<file path="src/rtl/breath_pkg.sv">
// Shared definitions for the LED breathing controller and its helpers.
// Provides the sequencer state encoding, time-base constants and a width helper.
// Contents: state_t enum, US_PER_MS, cnt_width().
package breath_pkg;

   // Sequencer states; the encoding is visible on the top-level 'state' port.
   typedef enum logic [2:0] {
      ST_IDLE    = 3'd0,
      ST_RISE    = 3'd1,
      ST_HOLD_HI = 3'd2,
      ST_FALL    = 3'd3,
      ST_HOLD_LO = 3'd4
   } state_t;

   localparam int US_PER_MS = 1000;

   // Bits needed to hold 0..n-1, never less than one bit.
   function automatic int cnt_width(input int n);
      if (n <= 2) begin
         return 1;
      end
      return $clog2(n);
   endfunction

endpackage

</file>
<file path="src/rtl/led_breath_ctrl_tick_gen.sv">
// tick_gen: free-running prescaler producing a one-cycle enable every CLK_PER_US clocks.
// Latency: us_tick is combinational from the counter; first pulse in cycle CLK_PER_US after reset.
// Backpressure: none; runs continuously whenever out of reset.
//
// Ports:
//   clk_int   in  1  system clock
//   rst       in  1  asynchronous active-low reset
//   o_us_tick out 1  high for one cycle when the counter sits at CLK_PER_US-1
module tick_gen
   import breath_pkg::*;
#(
   parameter int CLK_PER_US = 12
)(
   input  logic clk_int,
   input  logic rst,
   output logic o_us_tick
);

   localparam int            CW   = cnt_width(CLK_PER_US);
   localparam logic [CW-1:0] LAST = CW'(CLK_PER_US - 1);

   logic [CW-1:0] r_cnt_us;
   logic          w_wrap;

   assign w_wrap    = (r_cnt_us == LAST);
   assign o_us_tick = w_wrap;

   always_ff @(posedge clk_int or negedge rst) begin
      if (!rst) begin
         r_cnt_us <= '0;
      end else if (w_wrap) begin
         r_cnt_us <= '0;
      end else begin
         r_cnt_us <= r_cnt_us + CW'(1);
      end
   end

endmodule

</file>
<file path="src/rtl/led_breath_ctrl.sv">
// led_breath_ctrl: PWM LED fader; duty ramps up, holds, ramps down, holds off while en is high.
// Latency: led lags pwm_cnt/duty by one clock; duty/state update only on the period_tick cycle.
// Backpressure: none; en is a level sampled once per PWM period.
//
// Ports:
//   clk_int     in  1   system clock
//   rst         in  1   asynchronous active-low reset
//   en          in  1   1 = keep breathing, 0 = fade out and park in IDLE
//   led         out 1   registered PWM output, polarity set by LED_ACTIVE_LOW
//   duty        out DW  current duty in us ticks, 0..PWM_PERIOD_US
//   state       out 3   sequencer state (breath_pkg::state_t encoding)
//   period_tick out 1   one-cycle pulse on the last cycle of each PWM period
module led_breath_ctrl
   import breath_pkg::*;
#(
   parameter int   CLK_PER_US     = 12,
   parameter int   PWM_PERIOD_US  = US_PER_MS,
   parameter int   DUTY_STEP      = 1,
   parameter int   HOLD_PERIODS   = 200,
   parameter bit   LED_ACTIVE_LOW = 1'b1,
   localparam int  DW             = $clog2(PWM_PERIOD_US + 1)
)(
   input  logic          clk_int,
   input  logic          rst,
   input  logic          en,
   output logic          led,
   output logic [DW-1:0] duty,
   output logic [2:0]    state,
   output logic          period_tick
);

   localparam int HW = cnt_width(HOLD_PERIODS);

   localparam logic [DW-1:0] PERIOD_LAST = DW'(PWM_PERIOD_US - 1);
   localparam logic [DW:0]   FULL_EXT    = (DW + 1)'(PWM_PERIOD_US);
   localparam logic [DW-1:0] FULL        = DW'(PWM_PERIOD_US);
   localparam logic [DW-1:0] STEP        = DW'(DUTY_STEP);
   localparam logic [HW-1:0] HOLD_LAST   = HW'(HOLD_PERIODS - 1);

   // ------------------------------------------------------------------
   // Time base
   // ------------------------------------------------------------------
   logic w_us_tick;

   tick_gen #(
      .CLK_PER_US (CLK_PER_US)
   ) u_tick_gen (
      .clk_int   (clk_int),
      .rst       (rst),
      .o_us_tick (w_us_tick)
   );

   logic [DW-1:0] r_pwm_cnt;
   logic          w_pwm_last;
   logic          w_period_tick;

   assign w_pwm_last    = (r_pwm_cnt == PERIOD_LAST);
   assign w_period_tick = w_us_tick && w_pwm_last;
   assign period_tick   = w_period_tick;

   always_ff @(posedge clk_int or negedge rst) begin
      if (!rst) begin
         r_pwm_cnt <= '0;
      end else if (w_us_tick) begin
         if (w_pwm_last) begin
            r_pwm_cnt <= '0;
         end else begin
            r_pwm_cnt <= r_pwm_cnt + DW'(1);
         end
      end
   end

   // ------------------------------------------------------------------
   // Sequencer
   // ------------------------------------------------------------------
   state_t        r_state;
   state_t        w_state_nxt;
   logic [DW-1:0] r_duty;
   logic [DW-1:0] w_duty_nxt;
   logic [HW-1:0] r_hold_cnt;
   logic [HW-1:0] w_hold_nxt;

   // One extra bit so duty+step can never wrap before the saturation test.
   logic [DW:0]   w_duty_sum;
   logic          w_rise_sat;
   logic          w_fall_sat;
   logic          w_hold_done;

   assign w_duty_sum  = {1'b0, r_duty} + {1'b0, STEP};
   assign w_rise_sat  = (w_duty_sum >= FULL_EXT);
   assign w_fall_sat  = (r_duty <= STEP);
   assign w_hold_done = (r_hold_cnt == HOLD_LAST);

   always_ff @(posedge clk_int or negedge rst) begin
      if (!rst) begin
         r_state    <= ST_IDLE;
         r_duty     <= '0;
         r_hold_cnt <= '0;
      end else begin
         r_state    <= w_state_nxt;
         r_duty     <= w_duty_nxt;
         r_hold_cnt <= w_hold_nxt;
      end
   end

   // Everything is gated by period_tick so a new duty always takes effect
   // at pwm_cnt = 0 and the LED never sees a truncated period.
   always_comb begin
      w_state_nxt = r_state;
      w_duty_nxt  = r_duty;
      w_hold_nxt  = r_hold_cnt;

      if (w_period_tick) begin
         case (r_state)
            ST_IDLE: begin
               w_duty_nxt = '0;
               if (en) begin
                  w_state_nxt = ST_RISE;
               end
            end

            ST_RISE: begin
               if (!en) begin
                  // Fade out from wherever the ramp got to.
                  w_state_nxt = ST_FALL;
               end else if (w_rise_sat) begin
                  w_duty_nxt  = FULL;
                  w_hold_nxt  = '0;
                  w_state_nxt = ST_HOLD_HI;
               end else begin
                  w_duty_nxt  = w_duty_sum[DW-1:0];
               end
            end

            ST_HOLD_HI: begin
               if (!en || w_hold_done) begin
                  w_state_nxt = ST_FALL;
               end else begin
                  w_hold_nxt  = r_hold_cnt + HW'(1);
               end
            end

            ST_FALL: begin
               if (w_fall_sat) begin
                  w_duty_nxt  = '0;
                  w_hold_nxt  = '0;
                  w_state_nxt = en ? ST_HOLD_LO : ST_IDLE;
               end else begin
                  w_duty_nxt  = r_duty - STEP;
               end
            end

            ST_HOLD_LO: begin
               if (!en) begin
                  w_state_nxt = ST_IDLE;
               end else if (w_hold_done) begin
                  w_state_nxt = ST_RISE;
               end else begin
                  w_hold_nxt  = r_hold_cnt + HW'(1);
               end
            end

            default: begin
               // Unreachable encodings recover to a dark, idle LED.
               w_state_nxt = ST_IDLE;
               w_duty_nxt  = '0;
               w_hold_nxt  = '0;
            end
         endcase
      end
   end

   // ------------------------------------------------------------------
   // PWM output
   // ------------------------------------------------------------------
   // duty = 0 never lights (pwm_cnt < 0 is false); duty = full scale
   // always lights since pwm_cnt tops out at PWM_PERIOD_US-1.
   logic w_lit;
   logic r_led;

   assign w_lit = (r_pwm_cnt < r_duty);

   always_ff @(posedge clk_int or negedge rst) begin
      if (!rst) begin
         r_led <= LED_ACTIVE_LOW;
      end else begin
         r_led <= w_lit ^ LED_ACTIVE_LOW;
      end
   end

   assign led   = r_led;
   assign duty  = r_duty;
   assign state = r_state;

endmodule

</file>
<file path="config.mk">
export PLATFORM = sky130hd
export DESIGN_NAME = led_breath_ctrl
export DESIGN_NICKNAME = d
export VERILOG_FILES = /design/src/rtl/breath_pkg.sv /design/src/rtl/led_breath_ctrl_tick_gen.sv /design/src/rtl/led_breath_ctrl.sv
export SDC_FILE = /design/constraint.sdc
export NUM_CORES = 1
export LEC_CHECK = 0
export CORE_MARGIN = 2
export CORE_UTILIZATION = 54
export DETAILED_ROUTE_END_ITERATION = 10
export GPL_TIMING_DRIVEN = 0
export PLACE_DENSITY = 0.83
export SYNTH_ARGS = -nofsm -noshare
export SYNTH_HDL_FRONTEND = slang
export SYNTH_SLANG_ARGS = --single-unit
</file>
<file path="constraint.sdc">
create_clock -name clk_int -period 2.04 [get_ports clk_int]
set_input_delay 0.204 -clock clk_int [delete_from_list [all_inputs] [get_ports clk_int]]
set_output_delay 0.204 -clock clk_int [all_outputs]
set_load 0.005 [all_outputs]
</file>
### After elaboration in Yosys (flattened, before gate mapping)

Cells that the tools add are included.

| word-level totals | value |
|---|---|
| input port bits | 3 |
| output and inout port bits | 15 |
| register bits | 36 |
| word-level logic and storage cells | 64 |

| cells by class | value |
|---|---|
| muxes and demuxes | 22 |
| reduce and logical (&&, ||, !) cells | 8 |
| equality and inequality tests | 17 |
| bitwise logic cells | 3 |
| add/sub/neg operators | 5 |
| order comparisons | 3 |

Operators with widths:

| cell | count |
|---|---|
| two-way mux 8 bit | 6 |
| two-way mux 10 bit | 4 |
| one-hot mux 8 bit (5 select lines) | 1 |
| one-hot mux 10 bit (3 select lines) | 1 |
| two-way mux 3 bit | 8 |
| inequality test 2 bit, second input constant | 8 |
| one-hot mux 3 bit (5 select lines) | 1 |
| adder 10 x 1 -> 11 bit, second input constant | 1 |
| >= comparator 11 x 10 -> 1 bit, second input constant | 1 |
| adder 10 x 1 -> 10 bit, second input constant | 1 |
| equality test 10 bit, second input constant | 1 |
| <= comparator 10 x 1 -> 1 bit, second input constant | 1 |
| less-than comparator 10 bit | 1 |
| subtractor 10 x 1 -> 10 bit, second input constant | 1 |
| adder 8 x 1 -> 8 bit, second input constant | 1 |
| equality test 8 bit, second input constant | 1 |
| AND reduction 8 bit | 1 |
| equality test 3 x 2 -> 1 bit, second input constant | 2 |
| inequality test 3 bit, second input constant | 2 |
| AND reduction 6 bit | 1 |
| adder 4 x 1 -> 4 bit, second input constant | 1 |
| equality test 4 bit, second input constant | 1 |
| two-way mux 4 bit | 1 |
| equality test 3 x 1 -> 1 bit, second input constant | 1 |
| 8 further kinds | 10 |

### Longest topological paths before layout

Gate-level depths: netlist (run 1).

| depth | value |
|---|---|
| depth in word-level cells | 5 |
| gate-level depth with buffers | 8 |
| gate-level depth less buffers | 7 |

### By module

A second synthesis (run 1) with hierarchy kept.

| unflattened totals | value |
|---|---|
| cell total of the unflattened synthesis | 318 |
| area total of the unflattened synthesis | 2,706.3 µm² |

Modules (own cells, without submodules):

| module | instances | seq. area each (µm²) | cells an instance | area each (µm²) |
|---|---|---|---|---|
| led_breath_ctrl | 1 | 802.0 | 304 | 2,526.2 |
| tick_gen | 1 | 100.1 | 14 | 180.2 |

### Least setup slack after synthesis (run 1)

OpenSTA, ideal clock, no wires.

| path | value |
|---|---|
| path type | register to register |
| start | register r_duty[0], in the netlist duty[0] |
| end | register r_hold_cnt[7] |
| path slack | -0.014 ns |
| arrival time | 1.922 ns |
| path buffers | 1 |
| library setup time | 0.132 ns |
| cell stages (with the launch flop) | 9 |
| required time | 1.908 ns |
| period minus slack after synthesis | 2.054 ns |
| cells stage by stage | dfrtp_1 > ha_1 > and4_1 > nand3_1 > a21bo_2 > o21a_1 > buf_2 > o31ai_1 > o31ai_1 |

| between the ends | value |
|---|---|
| cells in the longest elaborated chain, start to end | 4 |
| elaborated cells on any way between the ends | 6 |
| those cells by class | 1 x add/sub; 2 x order compare; 2 x eq/ne; 1 x reduce/logical |

RTL lines:

| what | RTL line | text |
|---|---|---|
| start, declared | led_breath_ctrl.sv:78 | `logic [DW-1:0] r_duty;` |
| start signal, assigned | led_breath_ctrl.sv:101 | `r_duty <= w_duty_nxt;` |
| adder 10 x 1 -> 11 bit | led_breath_ctrl.sv:89 | `assign w_duty_sum = {1'b0, r_duty} + {1'b0, STEP};` |
| >= comparator 11 x 10 -> 1 bit | led_breath_ctrl.sv:90 | `assign w_rise_sat = (w_duty_sum >= FULL_EXT);` |
| inequality test 2 bit (no line) | - |  |
| AND reduction 8 bit (no line) (*) | - |  |
| end signal, assigned | led_breath_ctrl.sv:102 | `r_hold_cnt <= w_hold_nxt;` |
| end, declared | led_breath_ctrl.sv:80 | `logic [HW-1:0] r_hold_cnt;` |

Every way passes the cells marked *; elsewhere a longest branch is shown, timed or not.
A chain may end at the register's enable or synchronous reset.

### Final worst setup path (run 1)

| path | value |
|---|---|
| start | register r_duty[3], in the netlist duty[3] |
| end | register r_hold_cnt[6] |

Same word-level chain as after synthesis.

==> impl_metrics.tcl, run 1 <==
set metrics [dict create \
    unrepaired_setup_endpoints_after_global_routing "yes" \
    largest_cells_by_area_after_synthesis "dfrtp_1 33%, ha_1 7.1%, o21ai_0 6.2%" \
    max_freq_ghz 0.458 \
    yosys_warnings 0 \
    ys_ff_latch 36 \
    clock_path_buffers 2 \
    starting_density_of_the_core_pct 56.3 \
    grt_max_degree 37 \
    critPathArrivalTime_ps 2370 \
    fin_cells 438 \
    final_nets 388 \
    status "complete, but fails checks" \
    share_clk_of_total_power_pct 49.3 \
    drcViolationCount 0 \
    vdd_ir_drop_max_mv 0.268 \
    power.share.combinational_pct 2.4 \
    yosysTopAreaCell "dfrtp_1" \
    crit_family "compound AO/OA/AOI/OAI gates" \
    setup_tns_ps -1060 \
    crit_path_cell_trace "buf_6 -> inv_1 -> o31ai_2 -> nand4_1 -> o21a_1 -> buf_6 -> o31ai_4 -> o31ai_4" \
    number_of_antenna_violations_at_the_first_check_in_global_routing 0 \
    clk-insertion-delay-late_ps 310 \
    core_box_area_um2 4720 \
    power_switching_mw 0.328 \
    route.detailed.wl_per_inst_um 18.7 \
    power.static_leakage_nw 1.45 \
    via_count_of_the_first_global_routing_pass 2337 \
    io_pins 18 \
    cts-buffers-inserted 5 \
    gpl.final_weighted_congestion 1.00 \
    synth_top_cell_area_share_pct 32.9 \
    final_hold_violation_count 13 \
    postSynthNetCount 327 \
    worstPathBufferInverterCount 3 \
    cts_tree "yes" \
    detailed_place.area_um2 2900 \
    async_reset_ff_share_pct 100 \
    hpwl_after_dpl_mm 4.50 \
    hold_class "input pin to asynchronous set/reset pin" \
    cts.sinks 36 \
    grt_overflow 0 \
    count_of_tritonroute_iterations_in_the_first_routing_pass 5 \
    die_h_um 74.2 \
    reg2reg_depth 8 \
    power-per-cell-area_nw_per_um2 408 \
    cts_hold_buf 0 \
    setup_violations 17 \
    finish.utilization_pct 77.0 \
    ys_dominant_reg_cell "dfrtp_1" \
    drt_first_iter_violations 374 \
    ant_nets 0 \
    postLayoutCellArea_um2 3640 \
    synthesis.area_per_instance_um2 8.61 \
    slew_viol_final 0 \
    place_inst 392 \
    holdWs_ps -7.59 \
    number_of_port_buffers 16 \
    antenna-diode-count 0 \
    crit_path_start_kind "flip-flop" \
    violations "hold timing, setup timing" \
    critical_path.max_fanout 10 \
    p_int_mw 1.15 \
    timing.critical_path.required_ps 2230 \
    fin_ws_ps -143 \
    cp.depth 8 \
    clock_tree.htree_level_count 2 \
    critical_path.slowest_cell "dfrtp_1" \
    route.vias.total 2831 \
    power_frac_seq_pct 48.4 \
    synth_enable_flop_cells 0 \
    n_fill_cell 304 \
    switching_share_pct 22.1 \
    fp.dieArea_um2 5510 \
    netlist_area_um2 2660 \
    layout-drive-gt1-share_pct 31.8 \
    routed_wirelength_mm 8.19 \
    synthDistinctLibCells 61 \
    grt.total_usage_pct 27.2 \
    via_per_inst 6.46 \
    synth.cells.most_frequent "35 x dfrtp_1, 34 x nand2_1, 33 x o21ai_0" \
    path_class "flip-flop to flip-flop" \
    floorplan_die_width_um 74.2 \
    fp-row-count 25 \
    critical_path.endpoint_type "flip-flop" \
    fin_crit_sh_pct 107 \
    skew_ps 8.81 \
    max_slew_margin_pct 43.9 \
    cts.clk_slew.worst_paths_ps 80 \
    worst-slew-pin-transition_ps 841 \
    post-synth-top-count-cell "dfrtp_1" \
    synth_seq_area_share_pct 33.9 \
    max-cap-violations 0 \
    ctsRootBufferMaster "clkbuf_8" \
    fin_crit_period_ps 2180 \
    slowest_delay_ps 430 \
    grt_first_pass_wirelength_mm 11.4 \
    area.growth.synth_to_final_pct 36.6 \
    netlist_instances 309 \
]
-- registers in the layout, indices dropped and copies added, names as in the netlist --
| register | flops |
|---|---|
| r_pwm_cnt | 10 |
| duty | 10 |
| led | 1 |
| state | 3 |
| u_tick_gen.r_cnt_us | 4 |
| r_hold_cnt | 8 |
-- per-stage QoR --
stage	power, mW	hold slack [ps]	setup WS, ps
after global placement	0.762	445	-271
after CTS	1.47	26.1	-122
after detailed placement	0.761	352	-319
after floorplan	0.741	-91.6	7.72
after global routing	1.51	73.5	-231
final	1.48	-7.59	-143
-- per-layer routing --
layer | share of wire (%) | global-route usage (%) | vias up
li1 | - | - | 1269
met1 | 40 | 37.1 | 1364
met2 | 50 | 42.6 | 162
met3 | 7.1 | 6.23 | 36
met4 | 3.2 | 9.90 | 0
met5 | 0 | 0 | -
-- cell type report --
type	instances	area [µm²]	area share [%]
inverters	12	45.0	1.24
clock inverters	1	30.0	0.826
plain buffers	12	78.8	2.17
multi-input cells	249	1910	52.6
repair buffers	54	480	13.2
clock buffers	7	96.3	2.65
flip-flops and latches	36	907	24.9
well taps	67	83.8	2.31
-- worst register-to-register path: stages (launching register included) --
cell	delay, ps
dfrtp_1	430
buf_6	180
inv_1	120
o31ai_2	270
nand4_1	230
o21a_1	280
buf_6	170
o31ai_4	290
o31ai_4	100
-- timing repair --
| item | in CTS | in global routing |
|---|---|---|
| gates cloned | 0 | 1 |
| buffers inserted | 12 | 26 |
| endpoints found under the setup margin | 20 | 21 |
| resized for setup | 29 | 61 |
| pin swaps | 10 | 28 |
-- cell families after synthesis --
logic type / share of synthesized area [%]
muxes: 0.799
and+or+nand+nor: 28.0
adders and majority gates: 7.05
xor gates and xnor gates: 3.29
AOI/OAI and AO/OA: 22.7
DFF: 33.9
buffers and inverters: 4.32
-- worst paths after layout --
kind / slack, ps / startpoint / to
worst max-delay path: -140 / duty[3]$_DFFE_PN0P_ / r_hold_cnt[6]$_DFFE_PN0P_
worst min-delay path: -8 / rst / duty[2]$_DFFE_PN0P_
worst max register to register: -140 / duty[3]$_DFFE_PN0P_ / r_hold_cnt[6]$_DFFE_PN0P_
worst min register to register: 520 / r_hold_cnt[7]$_DFFE_PN0P_ / r_hold_cnt[7]$_DFFE_PN0P_
max in group asynchronous: 1470 / rst / r_hold_cnt[6]$_DFFE_PN0P_
min in group clk_int: 390 / en / duty[3]$_DFFE_PN0P_
-- cell usage in the layout (no fill, tap or decap), types with 4 or more instances in the layout --
cell / instances
nand2_1: 32
buf_4: 32
dfrtp_1: 31
nor2_1: 26
o21ai_1: 17
a21oi_1: 14
nand3_1: 14
clkdlybuf4s50_1: 14
o21ai_0: 13
ha_1: 11
inv_1: 10
buf_6: 9
xnor2_1: 9
o21ai_2: 8
clkbuf_8: 7
nand4_1: 6
nand2b_1: 5
buf_2: 4
a21o_1: 4
a31oi_1: 4
nor4_1: 4
o31ai_4: 4
o31ai_1: 4
dfrtp_2: 4
-- power by group through the flow --
stage,combinational (mW),clock [mW],sequential (mW)
2_1_floorplan,0.0114,0,0.730
3_3_place_gp,0.0316,0,0.730
3_5_place_dp,0.0313,0,0.730
4_1_cts,0.0317,0.721,0.717
5_1_grt,0.0401,0.755,0.717
6_report,0.0353,0.730,0.717
(Power assumes the default switching activity.)
==> run 2, diff against run 1 <==
--- a/config.mk
+++ b/config.mk
@@ -5,6 +5,7 @@
 export SDC_FILE = /design/constraint.sdc
 export NUM_CORES = 1
 export LEC_CHECK = 0
+export CORE_ASPECT_RATIO = 0.9
 export CORE_MARGIN = 2
 export CORE_UTILIZATION = 54
 export DETAILED_ROUTE_END_ITERATION = 10
==> run 2 against run 1 <==
Against the previous run:
- the flow still finishes with violations (hold timing, setup timing)
- first-iteration DRC count is 16% lower
- sequential share of layout area is 0.42 points higher
- clock-buffer cell count is 2 lower
- critical path type unchanged
- largest cell class unchanged
- utilization is 2.3 points lower
- critical path depth is 1 lower
- clock skew is 2.7 ps lower
- hold slack better by 6.2 ps
- final area is 1.4% lower
- wire length is 5.7% lower
- clock power is 12% lower
==> impl_metrics.tcl, run 2 (synthesis gave the netlist of run 1 again) <==
set metrics [dict create \
    grt_first_pass_wirelength_mm 11.0 \
    crit_path_start_kind "flip-flop" \
    fp.dieArea_um2 5510 \
    setup_violations 8 \
    max-cap-violations 0 \
    fin_ws_ps -76.3 \
    number_of_antenna_violations_at_the_first_check_in_global_routing 0 \
    fin_crit_period_ps 2120 \
    antenna-diode-count 0 \
    violations "hold timing, setup timing" \
    power.share.combinational_pct 2.7 \
    top_usage_layer "met2" \
    fin_crit_sh_pct 104 \
    timing.critical_path.required_ps 2250 \
    dp_worst_setup_slack_ps -311 \
    holdWs_ps -1.43 \
    gr_util_met2_pct 38.8 \
    ant_nets 0 \
    power_switching_mw 0.311 \
    grt_max_degree 37 \
    critical_path.max_fanout 7 \
    vdd_ir_drop_max_mv 0.605 \
    starting_density_of_the_core_pct 55.4 \
    count_of_tritonroute_iterations_in_the_first_routing_pass 5 \
    cts.clk_slew.worst_paths_ps 80 \
    max_slew_margin_pct 44.9 \
    grt.total_usage_pct 25.4 \
    final_nets 388 \
    unrepaired_setup_endpoints_after_global_routing "yes" \
    via_count_of_the_first_global_routing_pass 2295 \
    route.detailed.wl_per_inst_um 17.7 \
    leading_cell_types_in_the_layout_fill_and_taps_excluded "32 x nand2_1, 32 x buf_4, 29 x dfrtp_1" \
    grt_overflow 0 \
    clock_path_buffers 2 \
    hpwl_after_dpl_mm 4.47 \
    skew_ps 6.10 \
    area.growth.synth_to_final_pct 34.7 \
    status "complete, but fails checks" \
    clock_tree.htree_level_count 2 \
    cts_hold_buf 0 \
    drt_first_iter_violations 313 \
    layout-drive-gt1-share_pct 31.5 \
    reg2reg_depth 7 \
    clk-insertion-delay-late_ps 300 \
    multi_input_area_um2 1890 \
    power.static_leakage_nw 1.44 \
    critical_path.endpoint_type "flip-flop" \
    hold_class "input pin to asynchronous set/reset pin" \
    cts_tree "yes" \
    report.power.total_mw 1.40 \
    seqCellArea_um2 910 \
    switching_share_pct 22.3 \
    floorplan_die_width_um 78 \
    gpl.final_weighted_congestion 0.984 \
    groute.layer.met3.usage_pct 5.74 \
    slew_viol_final 0 \
    final_hold_violation_count 1 \
    cts-buffers-inserted 5 \
    path_class "flip-flop to flip-flop" \
    power-per-cell-area_nw_per_um2 390 \
    power_frac_seq_pct 51.3 \
    n_fill_cell 336 \
    die_h_um 70.6 \
    max_freq_ghz 0.473 \
    io_pins 18 \
    use_met1_pct 35.9 \
    ctsRootBufferMaster "clkbuf_8" \
    number_of_port_buffers 16 \
    worst-slew-pin-transition_ps 826 \
    critPathArrivalTime_ps 2330 \
    cts.sinks 36 \
    routed_wirelength_mm 7.73 \
    share_clk_of_total_power_pct 46.0 \
    drcViolationCount 0 \
    fp-row-count 24 \
    via_per_inst 6.25 \
    route.vias.total 2727 \
    core_box_area_um2 4800 \
    p_int_mw 1.09 \
]
run 2: cell count changes in the layout (fill, tap and decap cells not counted), moves of 2 or more:
cell,before,now
o21ai_2,8,6
clkbuf_8,7,5
clkbuf_4,1,3
dfrtp_2,4,6
o21ai_1,17,19
buf_2,4,2
dfrtp_1,31,29
run 2: cell type report:
class,instances,area share [%]
multi-input cells,250,52.7
flip-flops and latches,36,25.4
repair buffers,53,12.9
plain buffers,12,2.37
well taps,65,2.27
clock buffers,5,1.92
inverters,12,1.26
clock inverters,3,1.19
run 2: through the flow:
step	instances	area, µm²	util, %	setup TNS [ps]
detailed placement	390	2900	60.4	-3190
global route	436	3590	74.6	-1350
CTS	411	3220	67.0	-619
global placement	390	2910	60.5	-5110
floorplan	309	2660	-	0
finish	436	3590	74.6	-367
run 2: path summary, 6_finish.rpt:
path / start / to / slack, ps
worst max-delay path: duty[5]$_DFFE_PN0P_ / r_hold_cnt[6]$_DFFE_PN0P_ / -80
worst min-delay path: rst / duty[6]$_DFFE_PN0P_ / -1
worst max register to register: duty[5]$_DFFE_PN0P_ / r_hold_cnt[6]$_DFFE_PN0P_ / -80
worst min register to register: r_hold_cnt[0]$_DFFE_PN0P_ / r_hold_cnt[0]$_DFFE_PN0P_ / 530
max in group asynchronous: rst / r_pwm_cnt[5]$_DFFE_PN0N_ / 1470
min in group clk_int: en / state[0]$_DFFE_PN0P_ / 400
run 2: timing repair:
item,4_1_cts,5_1_grt
gates resized for setup,39,48
pin swaps,11,18
setup buffers,13,25
setup endpoints to repair,22,20
gates cloned,0,2
run 2: worst max-delay path: stages (launching register included):
cell and delay, ps:
dfrtp_1 410, buf_6 150, nor4_4 410, o2111ai_4 270, nand2_4 190, and3_4 230, nand3_4 130, o31ai_2 250
run 2: power by group through the flow:
stage | combinational, mW | clock (mW) | sequential (mW)
detailed placement | 0.0307 | 0 | 0.730
global route | 0.0419 | 0.685 | 0.716
finish | 0.0376 | 0.643 | 0.716
floorplan | 0.0114 | 0 | 0.730
global placement | 0.0315 | 0 | 0.730
CTS | 0.0314 | 0.649 | 0.716
run 2: metal layers:
metal | vias to the layer above | part of all wire (%)
met5 | - | 0
met4 | 0 | 3.1
met3 | 29 | 6.3
met2 | 131 | 48
met1 | 1298 | 42
li1 | 1269 | -
==> run 3, diff against run 2 <==
--- a/config.mk
+++ b/config.mk
@@ -9,7 +9,7 @@
 export CORE_MARGIN = 2
 export CORE_UTILIZATION = 54
 export DETAILED_ROUTE_END_ITERATION = 10
-export GPL_TIMING_DRIVEN = 0
+export GPL_TIMING_DRIVEN = 1
 export PLACE_DENSITY = 0.83
 export SYNTH_ARGS = -nofsm -noshare
 export SYNTH_HDL_FRONTEND = slang
==> run 3 against run 2 <==
Against the previous run:
- the run still ends with hold timing, setup timing left
- largest power group unchanged
- maximum frequency grew 2.6%
- sequential power is essentially flat
- flip-flop and latch count is the same
- via count shrank 2.2%
- utilization shrank 4.1 points
- first-iteration DRC count shrank 51%
- total power shrank 7.1%
- critical path type unchanged
- hold slack lost 13 ps
- setup slack gained 53 ps
- wire length shrank 7.5%
==> impl_metrics.tcl, run 3 (synthesis gave the netlist of run 1 again) <==
set metrics [dict create \
    count_of_tritonroute_iterations_in_the_first_routing_pass 5 \
    unrepaired_setup_endpoints_after_global_routing "yes" \
    drcViolationCount 0 \
    route.vias.total 2667 \
    fp.dieArea_um2 5510 \
    floorplan_die_width_um 78 \
    cts_hold_buf 0 \
    via_per_inst 6.13 \
    clk-insertion-delay-late_ps 290 \
    cts_tree "yes" \
    cts.clk_slew.worst_paths_ps 80 \
    area.growth.synth_to_final_pct 27.3 \
    grt_max_degree 37 \
    max_slew_margin_pct 45.4 \
    number_of_antenna_violations_at_the_first_check_in_global_routing 0 \
    grt_overflow 0 \
    core_box_area_um2 4800 \
    clock_path_buffers 2 \
    violations "hold timing, setup timing" \
    critical_path.endpoint_type "flip-flop" \
    drt_first_iter_violations 153 \
    n_fill_cell 367 \
    grt_first_pass_wirelength_mm 11.7 \
    fin_cells 435 \
    crit_path_cell_trace "ha_2 -> nand4b_1 -> buf_4 -> nor4_4 -> buf_6 -> a21boi_4 -> buf_6 -> o31ai_1 -> a32o_2" \
    starting_density_of_the_core_pct 55.4 \
    gpl.final_weighted_congestion 0.961 \
    cts.sinks 36 \
    leading_cell_types_in_the_layout_fill_and_taps_excluded "47 x buf_4, 34 x nand2_1, 32 x dfrtp_1" \
    path_class "flip-flop to flip-flop" \
    hold_class "input pin to asynchronous set/reset pin" \
    final_hold_violation_count 5 \
    max_freq_ghz 0.485 \
    layout-drive-gt1-share_pct 25.9 \
    ant_nets 0 \
    clock_tree.htree_level_count 2 \
    number_of_port_buffers 17 \
    hpwl_after_dpl_mm 5.20 \
    power.static_leakage_nw 1.41 \
    crit_path_start_kind "flip-flop" \
    fin_crit_period_ps 2060 \
    fp-row-count 24 \
    routed_wirelength_mm 7.15 \
    antenna-diode-count 0 \
    fin_crit_sh_pct 101 \
    ctsRootBufferMaster "clkbuf_8" \
    vdd_ir_drop_max_mv 0.312 \
    place_inst 418 \
    holdWs_ps -14.6 \
    worst-slew-pin-transition_ps 819 \
    setup_violations 3 \
    fin_ws_ps -23.3 \
    critPathArrivalTime_ps 2240 \
    cpMostUsedCell "buf_6" \
    route.detailed.wl_per_inst_um 16.4 \
    power-per-cell-area_nw_per_um2 383 \
    most_frequent_standard_cell_in_the_layout_excluding_fill_and_tap_cells "buf_4" \
    dp_worst_setup_slack_ps -56.4 \
    skew_ps 8.27 \
    critical_path.max_fanout 5 \
    timing.critical_path.required_ps 2220 \
    status "complete, but fails checks" \
    cts-buffers-inserted 5 \
    grt.total_usage_pct 26.4 \
    slew_viol_final 0 \
    io_pins 18 \
    slowest_delay_ps 370 \
    die_h_um 70.6 \
    critical_path.slowest_cell "dfrtp_1" \
    max-cap-violations 0 \
    via_count_of_the_first_global_routing_pass 2527 \
    final_nets 387 \
]
[run 3: cell types whose count changed in the layout (fill, tap and decap cells not counted), moves of 4 or more]
cell | previous run | this run
buf_4 | 32 | 47
buf_6 | 8 | 2
o21ai_0 | 13 | 24
o21ai_1 | 19 | 14
o21ai_2 | 6 | 0
o31ai_1 | 5 | 9
[run 3: final cells by class]
cell class                 instances  area (µm²)  share of cell area [%]
multi-input combinational        248        1730                    51.0
sequential                        36         906                    26.7
timing repair buffer              66         536                    15.8
clock buffer                       7        86.3                    2.55
tap                               65        81.3                    2.40
inverter                          12        45.0                    1.33
clock inverter                     1        7.51                   0.222
[run 3: worst paths after layout]
path,startpoint,endpoint,slack (ps),cells past startpoint
max,r_pwm_cnt[1]$_DFFE_PN0N_,state[2]$_DFFE_PN0P_,-20,9
min,rst,duty[8]$_DFFE_PN0P_,-10,1
max reg2reg,r_pwm_cnt[1]$_DFFE_PN0N_,state[2]$_DFFE_PN0P_,-20,9
min reg2reg,r_hold_cnt[7]$_DFFE_PN0P_,r_hold_cnt[7]$_DFFE_PN0P_,530,1
max in group asynchronous,rst,duty[3]$_DFFE_PN0P_,1460,1
min in group clk_int,r_hold_cnt[7]$_DFFE_PN0P_,r_hold_cnt[7]$_DFFE_PN0P_,530,1
[run 3: worst max-delay path: cells and delay by family, from the launching register on]
kind | cells | cell delay [ps]
buffers and inverters | 3 | 480
AO/OA/AOI/OAI | 3 | 480
AND/OR/NAND/NOR | 2 | 410
flip-flops | 1 | 370
adder cells (fa/ha/maj) | 1 | 200
[run 3: per-stage QoR]
stage	utilization [%]	TNS [ps]	total power [mW]	area (µm²)
floorplan	-	0	0.741	2660
global placement	65.5	0	0.766	3150
detailed placement	65.5	-168	0.768	3150
CTS	69.1	0	1.30	3320
global route	70.5	-677	1.34	3390
finish	70.5	-52.2	1.30	3390
[run 3: timing repair]
item,4_1_cts,5_1_grt
pin swaps,4,9
gates resized for setup,5,28
buffers inserted,7,3
setup endpoints to repair,9,21
[run 3: report_power, final]
part	switching, mW	total [mW]	leakage (nW)	internal [mW]
Clock	0.269	0.543	0.0445	0.275
Sequential	0.000867	0.715	0.462	0.714
Combinational	0.0263	0.0390	0.901	0.0127
[run 3: metal layers]
metal	part of all wire [%]	track usage [%]	routed length (µm)
met5	0	0	0
met1	44	35.8	3130
met4	0.83	6.43	59
met2	50	44.8	3590
met3	5.2	4.21	370
